## src/rtl/timer_ctrl.sv

```systemverilog
// Sequences an external timer through reload/run cycles for a host-requested number of expiries.
// All outputs are registered and update one clock after the inputs that cause them; there is no backpressure.
module timer_ctrl #(
    parameter int PERIOD_WIDTH = 8
) (
    input  logic                    clock_in,
    input  logic                    reset_in,
    input  logic                    go_in,
    input  logic                    stop_in,
    input  logic [PERIOD_WIDTH-1:0] periods_in,
    input  logic                    ack_in,
    input  logic                    expire_in,
    output logic                    timer_reset_out,
    output logic                    timer_start_out,
    output logic                    irq_out,
    output logic                    missed_out,
    output logic                    busy_out,
    output logic [PERIOD_WIDTH-1:0] count_out
);

    typedef enum logic [1:0] {
        IDLE   = 2'd0,
        RELOAD = 2'd1,
        RUN    = 2'd2,
        DONE   = 2'd3
    } state_t;

    state_t                  state;
    logic [PERIOD_WIDTH-1:0] periods_q;
    logic                    expire_q;

    logic                    expire_rise;
    logic                    expiry;
    logic                    go_ok;
    logic [PERIOD_WIDTH-1:0] count_inc;

    // A level held high counts once; stop_in suppresses an expiry in the same cycle.
    assign expire_rise = expire_in & ~expire_q;
    assign expiry      = (state == RUN) & expire_rise & ~stop_in;
    assign go_ok       = (state == IDLE) & go_in & ~stop_in & (periods_in != '0);
    assign count_inc   = count_out + PERIOD_WIDTH'(1);

    always_ff @(posedge clock_in) begin
        if (!reset_in) begin
            state           <= IDLE;
            periods_q       <= '0;
            expire_q        <= 1'b0;
            timer_reset_out <= 1'b1;
            timer_start_out <= 1'b0;
            irq_out         <= 1'b0;
            missed_out      <= 1'b0;
            busy_out        <= 1'b0;
            count_out       <= '0;
        end else begin
            expire_q        <= expire_in;
            timer_reset_out <= 1'b0;

            // A new expiry wins over a simultaneous acknowledge for irq_out.
            if (expiry) begin
                irq_out <= 1'b1;
                if (ack_in) begin
                    missed_out <= 1'b0;
                end else if (irq_out) begin
                    missed_out <= 1'b1;
                end
            end else if (ack_in) begin
                irq_out    <= 1'b0;
                missed_out <= 1'b0;
            end

            if (stop_in) begin
                state           <= IDLE;
                timer_start_out <= 1'b0;
                busy_out        <= 1'b0;
            end else begin
                case (state)
                    IDLE: begin
                        if (go_ok) begin
                            state           <= RELOAD;
                            periods_q       <= periods_in;
                            count_out       <= '0;
                            timer_reset_out <= 1'b1;
                            timer_start_out <= 1'b0;
                            busy_out        <= 1'b1;
                        end
                    end
                    RELOAD: begin
                        state           <= RUN;
                        timer_start_out <= 1'b1;
                        busy_out        <= 1'b1;
                    end
                    RUN: begin
                        if (expiry) begin
                            count_out       <= count_inc;
                            timer_start_out <= 1'b0;
                            // >= keeps count_out from ever passing the latched period count.
                            if (count_inc >= periods_q) begin
                                state <= DONE;
                            end else begin
                                state           <= RELOAD;
                                timer_reset_out <= 1'b1;
                            end
                        end
                    end
                    DONE: begin
                        state           <= IDLE;
                        timer_start_out <= 1'b0;
                        busy_out        <= 1'b0;
                    end
                    default: begin
                        state           <= IDLE;
                        timer_start_out <= 1'b0;
                        busy_out        <= 1'b0;
                    end
                endcase
            end
        end
    end

endmodule

```

## config.mk

```make
export PLATFORM = sky130hd
export DESIGN_NAME = timer_ctrl
export DESIGN_NICKNAME = d
export VERILOG_FILES = /design/src/rtl/timer_ctrl.sv
export SDC_FILE = /design/constraint.sdc
export NUM_CORES = 1
export LEC_CHECK = 0
export ABC_AREA = 1
export CAP_MARGIN = 40
export CORE_MARGIN = 2
export CORE_UTILIZATION = 39
export CTS_CLUSTER_DIAMETER = 50
export DETAILED_ROUTE_END_ITERATION = 10
export HOLD_SLACK_MARGIN = 0.12
export MAX_ROUTING_LAYER = met4
export PLACE_DENSITY = 0.74
export SLEW_MARGIN = 20
export SYNTH_ARGS = -nofsm -noshare
export SYNTH_HDL_FRONTEND = slang
export SYNTH_SLANG_ARGS = --single-unit
```

## constraint.sdc

```tcl
create_clock -name clock_in -period 4.89 [get_ports clock_in]
set_input_delay 0.978 -clock clock_in [delete_from_list [all_inputs] [get_ports clock_in]]
set_output_delay 0.978 -clock clock_in [all_outputs]
set_load 0.05 [all_outputs]
```

Yosys cells after proc, flatten, opt, wreduce, memory -nomap -nowiden
Index checks and enable logic that the tools add are counted.
- register bits: 24
- input bits: 14
- output and inout bits: 13
- logic and storage cells: 59
- $add $sub $neg: 1
- order comparisons: 1
- eq/ne operators: 5
- muxes and demuxes: 22
- bitwise gates (word level): 9
- reductions and logical operators: 12
- operator list (kind ; count):
    8-bit 2-to-1 mux ; 2
    8-bit one-hot mux with 2 select lines ; 1
    1-bit 2-to-1 mux ; 12
    8-bit by 1-bit adder with 8-bit output (second input constant) ; 1
    8-bit greater-or-equal comparator ; 1
    2-bit one-hot mux with 4 select lines ; 1
    8-bit nonzero test ; 1
    1-bit AND ; 6
    2-bit 2-to-1 mux ; 3
    2-bit AND reduction ; 3
    2-bit nonzero test ; 3
    2-bit equality test (second input constant) ; 2
    2-bit != test (second input constant) ; 2
    1-bit one-hot mux with 4 select lines ; 1
    4-bit AND reduction ; 1
    1-bit inverter ; 3
    1-bit one-hot mux with 3 select lines ; 1
    3-bit AND reduction ; 1
    3-bit nonzero test ; 1
    2-bit by 1-bit equality test with 1-bit output (second input constant) ; 1
    2-bit logical NOT ; 1
    1-bit one-hot mux with 2 select lines ; 1
    2-bit OR reduction ; 1

Depth between registers and ports, before layout
- depth after elaboration: 7
- depth in mapped cells: 13
- depth with buffers taken out: 13

Worst setup path after synthesis
Ideal clock, no wire load.
- path kind: register to register
- start: reg count_out[0]
- end: reg state[1]
- setup time: 0.070 ns
- data arrival time: 2.117 ns
- required time: 4.820 ns
- slack: 2.703 ns
- cell stages (with the launch flop): 13
- buffers on the path: 0
- period minus slack after synthesis: 2.187 ns
- cells stage by stage: dfxtp_1 -> ha_1 -> nand4_1 -> nor2_1 -> nand2_1 -> and2_1 -> ha_1 -> nand2_1 -> a21oi_1 -> nor2_1 -> nand3_1 -> nand2_1 -> a21oi_1
- cells in the longest elaborated chain, start to end: 5
- ends and longest elaborated chain (what ; line ; RTL):
    start, declared ; 18 ; output logic [PERIOD_WIDTH-1:0] count_out
    start signal, assigned ; 94 ; count_out <= count_inc;
    8-bit by 1-bit adder with 8-bit output ; 41 ; assign count_inc = count_out + PERIOD_WIDTH'(1);
    8-bit greater-or-equal comparator ; 97 ; if (count_inc >= periods_q) begin
    2-bit 2-to-1 mux ; 97 ;
    2-bit 2-to-1 mux ; 93 ; if (expiry) begin
    2-bit one-hot mux with 4 select lines ; 76 ; case (state)
    end signal, assigned ; 79 ; state <= RELOAD;
    end signal, assigned ; 98 ; state <= DONE;
    end signal, assigned ; 100 ; state <= RELOAD;
    end, declared ; 28 ; state_t state;
Every way passes these cells. The select of a mux whose other input is x is not followed.
A chain may end at the register's enable or synchronous reset.

Worst setup path after layout
- start: reg count_out[3]
- end: out count_out[3]
No word-level cell between the ends.

==> metrics.txt <==
vias in the first global route about 1000; Seq/Total Area, Yosys 0.3768; Yosys reg bits 24; DRT antenna net count 0; die area 0.003742 mm²; cell accounting for the most synthesized area dfxtp_1; top post-synthesis cells by area dfxtp_1 (38%), nand2_1 (13%), inv_1 (9.1%); Die W approximately 60 µm; Crit. End Element output port; commonest cells in the netlist nand2_1 (43), inv_1 (31), dfxtp_1 (24); crit-path leading delay family buffers and inverters; Pwr Density 228.3 mW/mm²; hold path startpoint timer_start_out$_SDFFE_PP0P_; synthesized area per cell 7.005 µm²; Clock Tree Buf Depth 2; final wirelength roughly 2600 µm; TritonCTS clock tree built; syn nets around 200; Max-Cap Viols 0; initial DRC count 42; Layout area overhead 26.30%; Initial Util 0.4142; CTS Hold Bufs 0; Die Height 61.18 µm; fin crit period 2.627 ns; gr ovfl total 0; clk slew on worst S/H paths 0.13 ns; Final Max Tran Viols 0; status complete, no violations; postcts setup bufs 0; n_diodes 0; RD Place Congestion ~0.85; final cycle utilization of the critical path 0.5372; Fmax achieved ~380 MHz; IO Pins 27; clk sink count 24; all-layer global routing usage 0.1680; Top FF cell, synth dfxtp_1; post-CTS resize count 0; via/cell ratio ~4.6; Final Hold Violating Endpoints 0; Arr. time, crit path around 1.7 ns; R2R cell count 12; Synth Instances 182; area share of the largest cell type after synthesis 0.3768; unrepaired setup endpoints after global routing no; Crit Reg-Reg Startpoint count_out[0]$_SDFFE_PN0P_; static leakage a little over 0.7 nW; hpwl dp about 2000 µm; drt drc 0; synth warn 0; Rel. slew slack 0.6653; Bufs and invs on worst path 1; Post-synth EDFFs 0; Async SR Flop Fraction 0; R2R setup slack between 2 and 3 ns; R2R Path End state[1]$_SDFFE_PP0P_; first-pass GRT wire length between 4000 and 5000 µm; Final nets between 200 and 250; PortBufs 26; maximum vdd drop 165.5 µV; CTS buffer count 3; DR WL/cell approximately 10 µm; CTS Root Cell clkbuf_4; Final setup viols 0; worst-margin pin slew ~0.5 ns; initial antenna violation count 0; hold endpoint timer_start_out$_SDFFE_PP0P_; Hold/Removal Path Class reg2reg; H-Tree Level Count 1; most common cell in the synthesized netlist nand2_1; crit path max fanout 7; WS Path Type reg2out; setup TNS 0 ns; Core Util, Final 0.5232; Unique masters post-synth 22; worst skew pair latency between 0.3 and 0.4 ns; Critical-path top delay cell clkdlybuf4s50_1; DR pass1 iterations 4; Worst Path Required around 3.9 ns; clock skew about 0.0094 ns; Worst setup SP type flop; Mapped Area approximately 0.0013 mm²; critical path cell sequence clkdlybuf4s50_1; core box area slightly above 0.003 mm²; via count roughly 1200; placement row count 20; largest stage delay on the critical path ~0.85 ns; worst hold path depth 2; largest net degree at the start of global routing 20; layout cells sized above 1 0.04286
-- how the worst max path moves through the flow --
stage / to / start / cells after the start
final: count_out[3] / count_out[3]$_SDFFE_PN0P_ / 1
after global routing: count_out[3] / count_out[3]$_SDFFE_PN0P_ / 1
after CTS: count_out[0] / count_out[0]$_SDFFE_PN0P_ / 1
after detailed placement: count_out[7]$_SDFFE_PN0P_ / periods_in[4] / 8
after global placement: timer_start_out$_SDFFE_PP0P_ / periods_in[6] / 8
after floorplan: state[1]$_SDFFE_PP0P_ / count_out[0]$_SDFFE_PN0P_ / 12
-- stage by stage --
stage                     std cells  setup WS (ns)  hold WS, ns  instance area [µm²]  total power [mW]
after floorplan                 182          2.703       0.4268                 1275            0.2460
after global placement          250          2.373       0.4527                 1574            0.2663
after detailed placement        250          2.370       0.4592                 1574            0.2673
after CTS                       254          2.248       0.4772                 1610            0.3707
after global routing            254          2.179       0.4972                 1610            0.3893
final                           254          2.263       0.4754                 1610            0.3676
-- flip-flops by register name, indices dropped and copies added, names as in the netlist --
register         flops
irq_out              1
timer_start_out      1
count_out            8
timer_reset_out      1
expire_q             1
periods_q            8
busy_out             1
state                2
missed_out           1
-- layout make-up --
type                            count  area (µm²)
Timing Repair Buffer               26       260.3
Sequential cell                    24       480.5
Clock buffer                        4       36.28
Tap cell                           44       55.05
Fill cell                         312        1468
Inverter                           33       126.4
Multi-Input combinational cell    123       651.9
-- power breakdown --
part	internal (mW)	switching (mW)	leakage [nW]
clock network	0.0455	0.0591	0.0210
logic	0.0239	0.0337	0.491
registers	0.203	0.00261	0.196
-- metal layers --
layer	global-route usage	routed length, µm	up-vias	part of all wire
li1	-	-	630	-
met1	0.2255	1280	505	0.49
met2	0.2538	1204	34	0.46
met3	0.04412	117	2	0.045
met4	0.03727	15	0	0.0057
met5	-	0	-	0
-- layout by cell type (no fill, tap or decap), types with 3 or more instances in the layout --
cell,n
inv_1,31
xor2_1,3
nand2_1,43
dfxtp_1,24
clkbuf_4,3
clkdlybuf4s50_1,26
o21ai_0,13
a21oi_1,18
nor2_1,16
ha_1,9
nand3_1,12
-- logic make-up after synthesis --
| kind of cell | synth area share |
|---|---|
| fa+ha+maj | 0.08832 |
| simple gates | 0.2581 |
| xor+xnor | 0.02061 |
| compound gates | 0.1443 |
| buf+inv | 0.1119 |
| flops | 0.3768 |
Power figures use the tool's default switching activity.
